$ cat config.mk
export PLATFORM = sky130hd
export DESIGN_NAME = conv_sequencer_fsm_flat
export DESIGN_NICKNAME = d
export VERILOG_FILES = /design/src/rtl/conv_sequencer_fsm_pkg.sv /design/src/rtl/conv_sequencer_fsm_if.sv /design/src/rtl/conv_valid_pipe.sv /design/src/rtl/conv_sequencer_fsm.sv /design/src/flat_wrapper.sv
export SDC_FILE = /design/constraint.sdc
export NUM_CORES = 1
export LEC_CHECK = 0
export CAP_MARGIN = 40
export CORE_MARGIN = 10
export CORE_UTILIZATION = 35
export DETAILED_ROUTE_END_ITERATION = 7
export HOLD_SLACK_MARGIN = 0.12
export PLACE_DENSITY = 0.6
export RECOVER_POWER = 25
export SETUP_SLACK_MARGIN = 0.4
export SYNTH_ARGS = -nofsm -noshare
export SYNTH_HDL_FRONTEND = slang
export SYNTH_SLANG_ARGS = --single-unit
$ cat constraint.sdc
create_clock -name i_CLK -period 4 [get_ports i_CLK]
set_input_delay 1 -clock i_CLK [delete_from_list [all_inputs] [get_ports i_CLK]]
set_output_delay 1 -clock i_CLK [all_outputs]
set_load 0.005 [all_outputs]
$ cat src/rtl/conv_sequencer_fsm_pkg.sv
// Shared constants and state type for the conv sequencer.
package conv_sequencer_fsm_pkg;

  localparam int unsigned DefAddrW   = 10;  // row address width
  localparam int unsigned DefNBanks  = 3;   // column buffers
  localparam int unsigned DefConvLat = 2;   // conv input valid -> result valid
  localparam int unsigned KernelW    = 3;   // kernel width/height

  typedef enum logic [2:0] {
    StIdle  = 3'd0,
    StLoad  = 3'd1,
    StRun   = 3'd2,
    StFlush = 3'd3,
    StOut   = 3'd4
  } state_e;

endpackage

$ cat src/rtl/conv_sequencer_fsm_if.sv
// Memory-side bus of the conv sequencer: column buffers, conv input and result memory.
interface conv_sequencer_fsm_if #(
  parameter int unsigned ADDR_W  = 10,
  parameter int unsigned N_BANKS = 3
);
  logic [N_BANKS-1:0] mem_we;
  logic [ADDR_W-1:0]  mem_wr_addr;
  logic [ADDR_W-1:0]  mem_rd_addr;
  logic               conv_valid;
  logic               res_we;
  logic [ADDR_W-1:0]  res_wr_addr;
  logic [ADDR_W-1:0]  res_rd_addr;

  modport master (
    output mem_we, mem_wr_addr, mem_rd_addr, conv_valid, res_we, res_wr_addr, res_rd_addr
  );

  modport slave (
    input mem_we, mem_wr_addr, mem_rd_addr, conv_valid, res_we, res_wr_addr, res_rd_addr
  );
endinterface

$ cat src/rtl/conv_valid_pipe.sv
// Shift register carrying {valid, row} alongside the BRAM read and conv core latency.
module conv_valid_pipe #(
  parameter int unsigned Depth = 3,
  parameter int unsigned RowW  = 10
) (
  input  logic            i_CLK,
  input  logic            i_rst_n,
  input  logic            i_clr,
  input  logic            i_valid,
  input  logic [RowW-1:0] i_row,
  output logic            o_first_valid,
  output logic            o_valid,
  output logic [RowW-1:0] o_row
);

  logic [Depth-1:0]           valid_q;
  logic [Depth-1:0][RowW-1:0] row_q;

  // Shift stage; a clear drops everything in flight so no stale result gets written.
  always_ff @(posedge i_CLK or negedge i_rst_n) begin
    if (!i_rst_n) begin
      valid_q <= '0;
      row_q   <= '0;
    end else if (i_clr) begin
      valid_q <= '0;
    end else begin
      valid_q <= {valid_q[Depth-2:0], i_valid};
      row_q   <= {row_q[Depth-2:0], i_row};
    end
  end

  assign o_first_valid = valid_q[0];
  assign o_valid       = valid_q[Depth-1];
  assign o_row         = row_q[Depth-1];

endmodule

$ cat src/rtl/conv_sequencer_fsm.sv
// Sequences column-buffer loading, the row sweep through the conv core and result readout.
module conv_sequencer_fsm
  import conv_sequencer_fsm_pkg::*;
#(
  parameter int unsigned ADDR_W   = DefAddrW,
  parameter int unsigned N_BANKS  = DefNBanks,
  parameter int unsigned CONV_LAT = DefConvLat
) (
  input  logic                 i_CLK,
  input  logic                 i_rst_n,
  input  logic                 i_load,
  input  logic                 i_run,
  input  logic                 i_valid,
  input  logic [ADDR_W-1:0]    i_imgLength,
  conv_sequencer_fsm_if.master mem_bus,
  output logic                 o_EOP,
  output logic                 o_load_full,
  output logic [2:0]           o_state
);

  localparam int unsigned BankW = $clog2(N_BANKS + 1);
  localparam int unsigned CntW  = $clog2(CONV_LAT + 2);

  localparam logic [BankW-1:0]  BankFull  = BankW'(N_BANKS);
  localparam logic [CntW-1:0]   FlushLast = CntW'(CONV_LAT);
  localparam logic [ADDR_W-1:0] One       = ADDR_W'(1);
  localparam logic [ADDR_W-1:0] Kw        = ADDR_W'(KernelW);
  localparam logic [ADDR_W-1:0] KwM1      = ADDR_W'(KernelW - 1);

  state_e             state_q, state_d;
  logic [ADDR_W-1:0]  len_q, len_d;
  logic [ADDR_W-1:0]  wr_row_q, wr_row_d;
  logic [ADDR_W-1:0]  rd_row_q, rd_row_d;
  logic [ADDR_W-1:0]  res_rd_q, res_rd_d;
  logic [ADDR_W-1:0]  mem_wr_addr_q, mem_wr_addr_d;
  logic [N_BANKS-1:0] mem_we_q, mem_we_d;
  logic [BankW-1:0]   bank_q, bank_d;
  logic [CntW-1:0]    flush_q, flush_d;
  logic               full_q, full_d;
  logic               eop_q, eop_d;
  logic               issue, pipe_clr;
  logic               pipe_valid;
  logic [ADDR_W-1:0]  pipe_row;

  // State and counter registers.
  always_ff @(posedge i_CLK or negedge i_rst_n) begin
    if (!i_rst_n) begin
      state_q       <= StIdle;
      len_q         <= One;
      wr_row_q      <= '0;
      rd_row_q      <= '0;
      res_rd_q      <= '0;
      mem_wr_addr_q <= '0;
      mem_we_q      <= '0;
      bank_q        <= '0;
      flush_q       <= '0;
      full_q        <= 1'b0;
      eop_q         <= 1'b0;
    end else begin
      state_q       <= state_d;
      len_q         <= len_d;
      wr_row_q      <= wr_row_d;
      rd_row_q      <= rd_row_d;
      res_rd_q      <= res_rd_d;
      mem_wr_addr_q <= mem_wr_addr_d;
      mem_we_q      <= mem_we_d;
      bank_q        <= bank_d;
      flush_q       <= flush_d;
      full_q        <= full_d;
      eop_q         <= eop_d;
    end
  end

  // Next-state and counter updates; i_load overrides everything else in its cycle.
  always_comb begin
    state_d       = state_q;
    len_d         = len_q;
    wr_row_d      = wr_row_q;
    rd_row_d      = rd_row_q;
    res_rd_d      = res_rd_q;
    mem_wr_addr_d = mem_wr_addr_q;
    mem_we_d      = '0;
    bank_d        = bank_q;
    flush_d       = flush_q;
    full_d        = full_q;
    eop_d         = eop_q;
    issue         = 1'b0;
    pipe_clr      = 1'b0;
    if (i_load) begin
      state_d  = StLoad;
      len_d    = (i_imgLength == '0) ? One : i_imgLength;
      wr_row_d = '0;
      rd_row_d = '0;
      res_rd_d = '0;
      bank_d   = '0;
      flush_d  = '0;
      full_d   = 1'b0;
      eop_d    = 1'b0;
      pipe_clr = 1'b1;
    end else begin
      unique case (state_q)
        StLoad: begin
          if (i_valid) begin
            if (bank_q == BankFull) begin
              full_d = 1'b1;
            end else begin
              mem_we_d      = N_BANKS'(1) << bank_q;
              mem_wr_addr_d = wr_row_q;
              if (wr_row_q == len_q - One) begin
                wr_row_d = '0;
                bank_d   = bank_q + BankW'(1);
              end else begin
                wr_row_d = wr_row_q + One;
              end
            end
          end
          if (i_run) begin
            state_d  = StRun;
            rd_row_d = '0;
          end
        end
        StRun: begin
          issue = 1'b1;
          if (rd_row_q == len_q - One) begin
            rd_row_d = '0;
            flush_d  = '0;
            state_d  = StFlush;
          end else begin
            rd_row_d = rd_row_q + One;
          end
        end
        StFlush: begin
          // Last issued row leaves the pipeline after 1+CONV_LAT cycles.
          if (flush_q == FlushLast) begin
            flush_d = '0;
            eop_d   = 1'b1;
            state_d = StOut;
          end else begin
            flush_d = flush_q + CntW'(1);
          end
        end
        StOut: begin
          if (i_valid) begin
            // Short images produce no results, so the read pointer stays at 0.
            if (len_q <= Kw || res_rd_q >= len_q - Kw) begin
              res_rd_d = '0;
            end else begin
              res_rd_d = res_rd_q + One;
            end
          end
        end
        default: ;
      endcase
    end
  end

  conv_valid_pipe #(
    .Depth (1 + CONV_LAT),
    .RowW  (ADDR_W)
  ) u_valid_pipe (
    .i_CLK         (i_CLK),
    .i_rst_n       (i_rst_n),
    .i_clr         (pipe_clr),
    .i_valid       (issue),
    .i_row         (rd_row_q),
    .o_first_valid (mem_bus.conv_valid),
    .o_valid       (pipe_valid),
    .o_row         (pipe_row)
  );

  // Only rows with a full kernel window above them yield a result.
  always_comb begin
    mem_bus.res_we      = pipe_valid && (pipe_row >= KwM1);
    mem_bus.res_wr_addr = mem_bus.res_we ? (pipe_row - KwM1) : '0;
  end

  assign mem_bus.mem_we      = mem_we_q;
  assign mem_bus.mem_wr_addr = mem_wr_addr_q;
  assign mem_bus.mem_rd_addr = rd_row_q;
  assign mem_bus.res_rd_addr = res_rd_q;
  assign o_EOP               = eop_q;
  assign o_load_full         = full_q;
  assign o_state             = state_q;

endmodule
$ cat src/flat_wrapper.sv
// flat-port wrapper written by rule: the top's interface ports become plain ports
module conv_sequencer_fsm_flat import conv_sequencer_fsm_pkg::*;
#(
  parameter int unsigned ADDR_W   = DefAddrW,
  parameter int unsigned N_BANKS  = DefNBanks,
  parameter int unsigned CONV_LAT = DefConvLat
)
  (i_CLK, i_rst_n, i_load, i_run, i_valid, i_imgLength, o_EOP, o_load_full, o_state, mem_bus_mem_we, mem_bus_mem_wr_addr, mem_bus_mem_rd_addr, mem_bus_conv_valid, mem_bus_res_we, mem_bus_res_wr_addr, mem_bus_res_rd_addr);
  conv_sequencer_fsm_if #(.ADDR_W(ADDR_W), .N_BANKS(N_BANKS)) mem_bus_i ();
  input  logic i_CLK;
  input  logic i_rst_n;
  input  logic i_load;
  input  logic i_run;
  input  logic i_valid;
  input  logic [ADDR_W-1:0] i_imgLength;
  output logic o_EOP;
  output logic o_load_full;
  output logic [2:0] o_state;
  output wire logic [$bits(mem_bus_i.mem_we)-1:0] mem_bus_mem_we;
  output wire logic [$bits(mem_bus_i.mem_wr_addr)-1:0] mem_bus_mem_wr_addr;
  output wire logic [$bits(mem_bus_i.mem_rd_addr)-1:0] mem_bus_mem_rd_addr;
  output wire logic [$bits(mem_bus_i.conv_valid)-1:0] mem_bus_conv_valid;
  output wire logic [$bits(mem_bus_i.res_we)-1:0] mem_bus_res_we;
  output wire logic [$bits(mem_bus_i.res_wr_addr)-1:0] mem_bus_res_wr_addr;
  output wire logic [$bits(mem_bus_i.res_rd_addr)-1:0] mem_bus_res_rd_addr;
  assign mem_bus_mem_we = mem_bus_i.mem_we;
  assign mem_bus_mem_wr_addr = mem_bus_i.mem_wr_addr;
  assign mem_bus_mem_rd_addr = mem_bus_i.mem_rd_addr;
  assign mem_bus_conv_valid = mem_bus_i.conv_valid;
  assign mem_bus_res_we = mem_bus_i.res_we;
  assign mem_bus_res_wr_addr = mem_bus_i.res_wr_addr;
  assign mem_bus_res_rd_addr = mem_bus_i.res_rd_addr;
  conv_sequencer_fsm #(.ADDR_W(ADDR_W), .N_BANKS(N_BANKS), .CONV_LAT(CONV_LAT)) u_core (.i_CLK(i_CLK), .i_rst_n(i_rst_n), .i_load(i_load), .i_run(i_run), .i_valid(i_valid), .i_imgLength(i_imgLength), .mem_bus(mem_bus_i), .o_EOP(o_EOP), .o_load_full(o_load_full), .o_state(o_state));
endmodule
==> results of run 1 <==
## placed cells by master, fill, tap and decap left out, drive strengths merged, types with 6 or more instances in the layout
master | netlist | final
xnor2 | 27 | 27
o21ai | 13 | 13
dfrtp | 94 | 94
nand3 | 9 | 9
xor2 | 22 | 22
clkbuf | 16 | 14
and2 | 9 | 9
o221ai | 7 | 7
nand2b | 9 | 9
clkdlybuf4s50 | 0 | 62
buf | 7 | 7
nor2 | 42 | 42
nor4 | 11 | 11
a21oi | 17 | 17
inv | 13 | 15
mux2 | 47 | 47
nor2b | 8 | 8
nand2 | 45 | 45
nor3 | 24 | 24
ha | 20 | 20
o31ai | 6 | 6
## worst max-delay path: stages, from the launching register on
cell	delay, ps
dfrtp_1	420
or4_1	610
o31ai_1	250
buf_4	200
inv_1	60
and2_1	140
clkdlybuf4s50_1	440
## power breakdown
group / internal (mW) / switching (mW)
combinational: 0.110 / 0.128
sequential: 0.983 / 0.0516
clock: 0.506 / 0.375
total: 1.60 / 0.554
## area by class of cell
type | count | area [um2] | area share
multi-input combinational | 385 | 2810 | 0.4349
sequential | 95 | 2379 | 0.3681
timing repair buffer | 72 | 683.2 | 0.1057
clock buffer | 11 | 242.7 | 0.03757
tap | 188 | 235.2 | 0.03641
clock inverter | 5 | 62.56 | 0.009682
inverter | 13 | 48.80 | 0.007552
## kinds of logic after synthesis
group	count (synthesis)	synth area share
xor+xnor	50	0.08422
mux	48	0.1000
flops	95	0.4411
compound gates	74	0.09420
buf+inv	36	0.03782
simple gates	193	0.1963
fa+ha+maj	20	0.04640
## how the worst max path moves through the flow
stage,end,slack [ps]
floorplan,mem_bus_res_wr_addr[0],1020
global placement,mem_bus_res_wr_addr[0],960
detailed placement,u_core.bank_q[0]$_DFFE_PN0P_,900
CTS,mem_bus_res_wr_addr[0],520
global route,mem_bus_res_wr_addr[0],400
finish,mem_bus_res_wr_addr[0],540
## flip-flops by register name, indices dropped and copies added, names as in the netlist
name and cells:
u_core.o_state 3, u_core.flush_q 2, u_core.mem_bus.mem_wr_addr 10, u_core.u_valid_pipe.o_row 10, u_core.mem_bus.res_rd_addr 10, u_core.u_valid_pipe.row_q 20, u_core.u_valid_pipe.valid_q 3, u_core.wr_row_q 10
u_core.len_q 10, u_core.mem_bus.mem_rd_addr 10, u_core.mem_bus.mem_we 3, u_core.bank_q 2, u_core.o_EOP 1, u_core.o_load_full 1
## stage by stage
| step | setup WS, ps | std cells | utilization | hold WS (ps) | power [mW] |
|---|---|---|---|---|---|
| global route | 402.5 | 769 | 0.4266 | 522.7 | 2.255 |
| CTS | 523.8 | 769 | 0.4281 | 480.6 | 2.189 |
| finish | 538.6 | 769 | 0.4266 | 475.7 | 2.154 |
| floorplan | 1018 | 516 | - | 438.5 | 1.209 |
| global placement | 964.2 | 752 | 0.4066 | 464.2 | 1.288 |
| detailed placement | 902.0 | 753 | 0.4079 | 464.8 | 1.296 |
## layer usage
layer	global-route usage	vias to the layer above
li1	-	1961
met1	0.1602	1945
met2	0.2056	77
met3	0.02788	15
met4	0.04944	0
met5	0	-
==> results by group, run 1 <==
Worst setup path
  – Worst Path Arrival: 2460 ps
  – Worst setup EP type: output port
  – Internal reg-to-reg setup slack: 880 ps
  – WP data required: 3000 ps
  – Crit path from: u_core.u_valid_pipe.o_row[1]$_DFFE_PN0N_
  – R2r endpoint: u_core.bank_q[0]$_DFFE_PN0P_
  – Worst reg2reg path depth: 8
  – Critical path peak fanout: 10
  – Setup Crit Path Kind: reg2out
  – Worst r2r src: u_core.len_q[1]$_DFFE_PN0P_
  – Critical path launch point type: flop

STA
  – Period minus WS final: 3461 ps
  – Final Hold Viols: 0
  – RSZ-0062 raised after global routing: false
  – Endpoints failing setup: 0
  – Slew Viols, Final: 30
  – Skew final: 8.942 ps
  – Setup TNS: 0 ps
  – Fmax: 288.9 MHz
  – Worst slew pin tran: 1584 ps
  – Max-slew headroom: -0.05610
  – Final Cycle Share: 0.8654

Floorplan
  – Initial Utilization: 0.3561
  – Chip Width: 144.1 um
  – Core Region: 0.01515 mm2
  – Die height: 144.1 um
  – Area of the die: 0.02077 mm2
  – Number of top-level pins: 65
  – Num rows: 45

Clock network
  – Clock latency on the worst-skew pair: 350 ps
  – Worst-path clk slew: 70 ps
  – CTS tree: built
  – Post-CTS Hold Fix Bufs: 0
  – CTS sink count: 95
  – Postcts setup bufs: 0
  – Root Buffer Master: clkbuf_16
  – Num CTS Buffers: 9
  – Post_cts resized: 0
  – CTS H-tree depth: 3
  – Clock buffer depth: 2

Power and ir drop
  – Peak supply drop: 0.0001561 V
  – Pleak: 2.857 nW
  – Cell area power density: 333.3 mW/mm2

Cells and area
  – Fillers: 1443
  – # diodes: 0
  – Post-layout instance area: 0.006461 mm2
  – Layout area overhead: 19.81%
  – Final nets: 611
  – Share of layout cells above drive strength 1: 0.1480

Logic synthesis
  – FF+latch count, synth: 95
  – Average cell area after synthesis: 10.45 um2
  – Dominant synthesized flop cell: dfrtp_1
  – Library cells used by synthesis: 65
  – List of most frequent post-synthesis cells: dfrtp_1 (94), mux2_2 (47), nand2_1 (45), nor2_1 (42), xnor2_1 (27)
  – Synth warn: 0
  – Leading post-synthesis cells by cell area: dfrtp_1 (44%), mux2_2 (9.8%), ha_1 (4.6%)
  – Cells after synthesis: 516
  – Yosys top cell by area: dfrtp_1
  – Mapped cell area: 0.005393 mm2
  – Most numerous cell in the Yosys netlist: dfrtp_1
  – Seq/Total Area, Yosys: 0.4411
  – Synth top area share: 0.4362
  – Async SR Flop Fraction: 1.000
  – Net Count, Synth: 551
  – EDFF count, synth: 0

Drt
  – Antenna-violating nets left: 0
  – Total routed wirelength: 12570 um
  – Via density: 5.199
  – DR DRC count: 0
  – Wire length on met1: 5787 um
  – Met2 Wirelength: 5985 um
  – Total number of vias: 3998
  – Met3 WL: 617 um
  – Top sig layer: met4
  – WL/cell: 16.34 um
  – DR pass1 iterations: 4
  – Iteration-0 DRC count of the detailed router: 226

Hold path
  – Worst Hold Depth: 1
  – Worst hold start: u_core.u_valid_pipe.valid_q[1]$_DFF_PN0_
  – Min-Delay Path Class: reg2reg
  – Worst Hold End: u_core.u_valid_pipe.valid_q[2]$_DFF_PN0_

Outcome
  – Violated checks: max-capacitance violations, max-slew violations
  – Status: finished, violations left

Global route
  – Largest net degree at the start of global routing: 43
  – First-pass GRT wire length: 21130 um
  – Overflow after GRT: 0
  – Initial antenna violation count: 0
  – Vias in the first global route: 4062
  – Total track usage: 0.1266

Placement
  – Dpl cell area: 0.006178 mm2
  – Hpwl dp: 9420 um
  – RD Place Congestion: 0.8446
  – IO Port Bufs: 64

Flow run
  – Max Cap Violations: 1
Note: power is estimated with default switching activity, not from simulation.
==> run 2, diff against run 1 <==
--- a/config.mk
+++ b/config.mk
@@ -6,11 +6,13 @@
 export NUM_CORES = 1
 export LEC_CHECK = 0
 export CAP_MARGIN = 40
-export CORE_MARGIN = 10
+export CELL_PAD_IN_SITES_DETAIL_PLACEMENT = 1
+export CELL_PAD_IN_SITES_GLOBAL_PLACEMENT = 1
+export CORE_MARGIN = 2
 export CORE_UTILIZATION = 35
 export DETAILED_ROUTE_END_ITERATION = 7
 export HOLD_SLACK_MARGIN = 0.12
-export PLACE_DENSITY = 0.6
+export PLACE_DENSITY = 0.72
 export RECOVER_POWER = 25
 export SETUP_SLACK_MARGIN = 0.4
 export SYNTH_ARGS = -nofsm -noshare
==> constraint.sdc (replaced) <==
create_clock -name i_CLK -period 4.35 [get_ports i_CLK]
set_input_delay 1.0875 -clock i_CLK [delete_from_list [all_inputs] [get_ports i_CLK]]
set_output_delay 1.0875 -clock i_CLK [all_outputs]
set_load 0.005 [all_outputs]
==> run 2 against run 1 <==
Against the previous run:
- clock skew shrank 3.5 ps
- clock power shrank 5.7%
- largest cell class unchanged
- sequential share of layout area is essentially flat
- highest routed layer unchanged
- cell count shrank 0.13%
- flip-flop and latch count is the same
- non-clock buffer count shrank 1
- critical path type unchanged
- core utilization is essentially flat
- the flow still finishes with violations (max-capacitance violations, max-slew violations)
==> results by group, run 2 (synthesis results as in run 1) <==
Outcome
  – Status: finished, violations left
  – Violated checks: max-capacitance violations, max-slew violations

STA
  – Setup TNS: 0 ps (unchanged)
  – Period minus WS final: 3564 ps
  – Slew Viols, Final: 29 (-3.3%)
  – Final Cycle Share: 0.8192
  – Endpoints failing setup: 0 (unchanged)
  – Max-slew headroom: -0.02691 (+0.02919)
  – Fmax: 280.6 MHz
  – Worst slew pin tran: 1540 ps (-43.79 ps)
  – Final Hold Viols: 0 (unchanged)
  – Skew final: 5.403 ps (-3.539 ps)
  – RSZ-0062 raised after global routing: false

Global route
  – Initial antenna violation count: 0 (unchanged)
  – Vias in the first global route: 4216 (+3.8%)
  – Overflow after GRT: 0 (unchanged)
  – First-pass GRT wire length: 21740 um (+2.9%)
  – Largest net degree at the start of global routing: 54 (+26%)
  – Total track usage: 0.1674 (+0.04078)

Cells and area
  – # diodes: 0 (unchanged)
  – Max reg flops: 20 (unchanged)
  – Fillers: 1632 (+13%)
  – Final nets: 610 (-0.16%)
  – Highest-count cells in the layout ignoring fill and taps: dfrtp_1 (94), clkdlybuf4s50_1 (62), mux2_2 (47), nand2_1 (45), nor2_1 (42)
  – Final std cells w/o fill: 768 (-0.13%)
  – Share of layout cells above drive strength 1: 0.1483 (+0.0002552)
  – Layout area overhead: 19.86% (about the same)
  – Top reg by flops: u_core.u_valid_pipe.row_q
  – Commonest non-fill, non-tap cell in the layout: dfrtp_1

Floorplan
  – Core Region: 0.01515 mm2 (unchanged)
  – Num rows: 45 (unchanged)
  – Number of top-level pins: 65 (unchanged)
  – Die height: 128.1 um (-11%)
  – Initial Utilization: 0.3561 (unchanged)
  – Area of the die: 0.01642 mm2 (-21%)
  – Chip Width: 128.1 um (-11%)

Clock network
  – Post_cts resized: 0 (unchanged)
  – Root Buffer Master: clkbuf_16
  – CTS sink count: 95 (unchanged)
  – Worst-path clk slew: 70 ps (about the same)
  – Num CTS Buffers: 9 (unchanged)
  – CTS H-tree depth: 3 (unchanged)
  – CTS tree: built
  – Postcts setup bufs: 0 (unchanged)
  – Post-CTS Hold Fix Bufs: 0 (unchanged)
  – Clock latency on the worst-skew pair: 350 ps (about the same)
  – Clock buffer depth: 2 (unchanged)

Drt
  – WL/cell: 16.83 um (+3.0%)
  – DR DRC count: 0 (unchanged)
  – Iteration-0 DRC count of the detailed router: 199 (-12%)
  – DR pass1 iterations: 4 (unchanged)
  – Total number of vias: 4073 (+1.9%)
  – Via density: 5.303 (+2.0%)
  – Antenna-violating nets left: 0 (unchanged)
  – Total routed wirelength: 12920 um (+2.8%)

Placement
  – IO Port Bufs: 64 (unchanged)
  – RD Place Congestion: 0.8249 (-2.3%)
  – Cell count after placement: 752 (-0.13%)
  – Hpwl dp: 9528 um (+1.1%)

Worst setup path
  – Critical path peak fanout: 10 (unchanged)
  – Worst setup EP type: output port
  – Worst Path Arrival: 2480 ps (+20 ps)
  – WP data required: 3260 ps (+260 ps)
  – Cell Chain, Critical Path: or4_1, o31ai_1, buf_4, inv_1, and2_1, clkdlybuf4s50_1
  – Critical path launch point type: flop
  – Slowest CP cell: or4_1
  – CP max stage delay: 630 ps (+20 ps)
  – Setup Crit Path Kind: reg2out

Flow run
  – Max Cap Violations: 1 (unchanged)

Power and ir drop
  – Pleak: 2.858 nW (about the same)
  – Peak supply drop: 0.0001440 V (-7.7%)
  – Cell area power density: 310.2 mW/mm2 (-6.9%)

Hold path
  – Min-Delay Path Class: reg2reg
-- run 2: cell count changes in the layout (fill, tap and decap cells not counted), sizes merged --
cell    previous run  this run
buf                7         6
clkbuf            14        13
inv               15        16
-- run 2: cell type report --
| cell class | count | area, um2 | area share |
|---|---|---|---|
| Sequential cell | 95 | 2379 | 0.3680 |
| Tap cell | 188 | 235.2 | 0.03639 |
| Clock inverter | 6 | 76.32 | 0.01181 |
| Clock buffer | 10 | 239.0 | 0.03697 |
| Multi-Input combinational cell | 385 | 2810 | 0.4348 |
| Timing Repair Buffer | 71 | 675.6 | 0.1045 |
| Inverter | 13 | 48.80 | 0.007549 |
-- run 2: worst max-delay path, delay by kind of cell, from the launching register on --
family / cells / cell delay [ps]
AO/OA/AOI/OAI: 1 / 240
buffers and inverters: 3 / 700
flip-flops: 1 / 410
AND/OR/NAND/NOR: 2 / 770
-- run 2: worst paths after layout --
check | slack [ps] | from | to | depth (start not counted)
setup reg to reg | 1190 | u_core.len_q[1]$_DFFE_PN0P_ | u_core.bank_q[0]$_DFFE_PN0P_ | 8
hold reg to reg | 480 | u_core.u_valid_pipe.valid_q[1]$_DFF_PN0_ | u_core.u_valid_pipe.valid_q[2]$_DFF_PN0_ | 1
hold / removal | 480 | u_core.u_valid_pipe.valid_q[1]$_DFF_PN0_ | u_core.u_valid_pipe.valid_q[2]$_DFF_PN0_ | 1
setup / recovery | 790 | u_core.u_valid_pipe.o_row[2]$_DFFE_PN0N_ | mem_bus_res_wr_addr[0] | 6
max in group asynchronous | 1210 | i_rst_n | u_core.u_valid_pipe.row_q[2]$_DFFE_PN0N_ | 2
min in group asynchronous | 1100 | i_rst_n | u_core.mem_bus.res_rd_addr[0]$_DFFE_PN0P_ | 1
-- run 2: report_power, final --
group | total [mW] | switching [mW] | internal, mW
clock network | 0.831 | 0.360 | 0.471
logic | 0.221 | 0.120 | 0.101
registers | 0.952 | 0.0487 | 0.904
-- run 2: per-stage QoR --
| step | hold slack (ps) | cell area, um2 | total power [mW] | worst slack, ps | utilization |
|---|---|---|---|---|---|
| detailed placement | 464.8 | 6178 | 1.195 | 1149 | 0.4079 |
| finish | 476.1 | 6464 | 2.005 | 786.3 | 0.4268 |
| global route | 520.7 | 6464 | 2.099 | 670.9 | 0.4268 |
| floorplan | 438.5 | 5393 | 1.112 | 1281 | - |
| CTS | 480.8 | 6494 | 2.040 | 750.4 | 0.4287 |
| global placement | 445.8 | 6151 | 1.185 | 1205 | 0.4061 |
-- run 2: routing by layer --
metal | vias up | global-route usage | part of all wire
li1 | 1948 | - | -
met1 | 2056 | 0.2211 | 0.47
met2 | 56 | 0.2781 | 0.49
met3 | 13 | 0.02755 | 0.023
met4 | 0 | 0.06012 | 0.015
met5 | - | 0 | 0
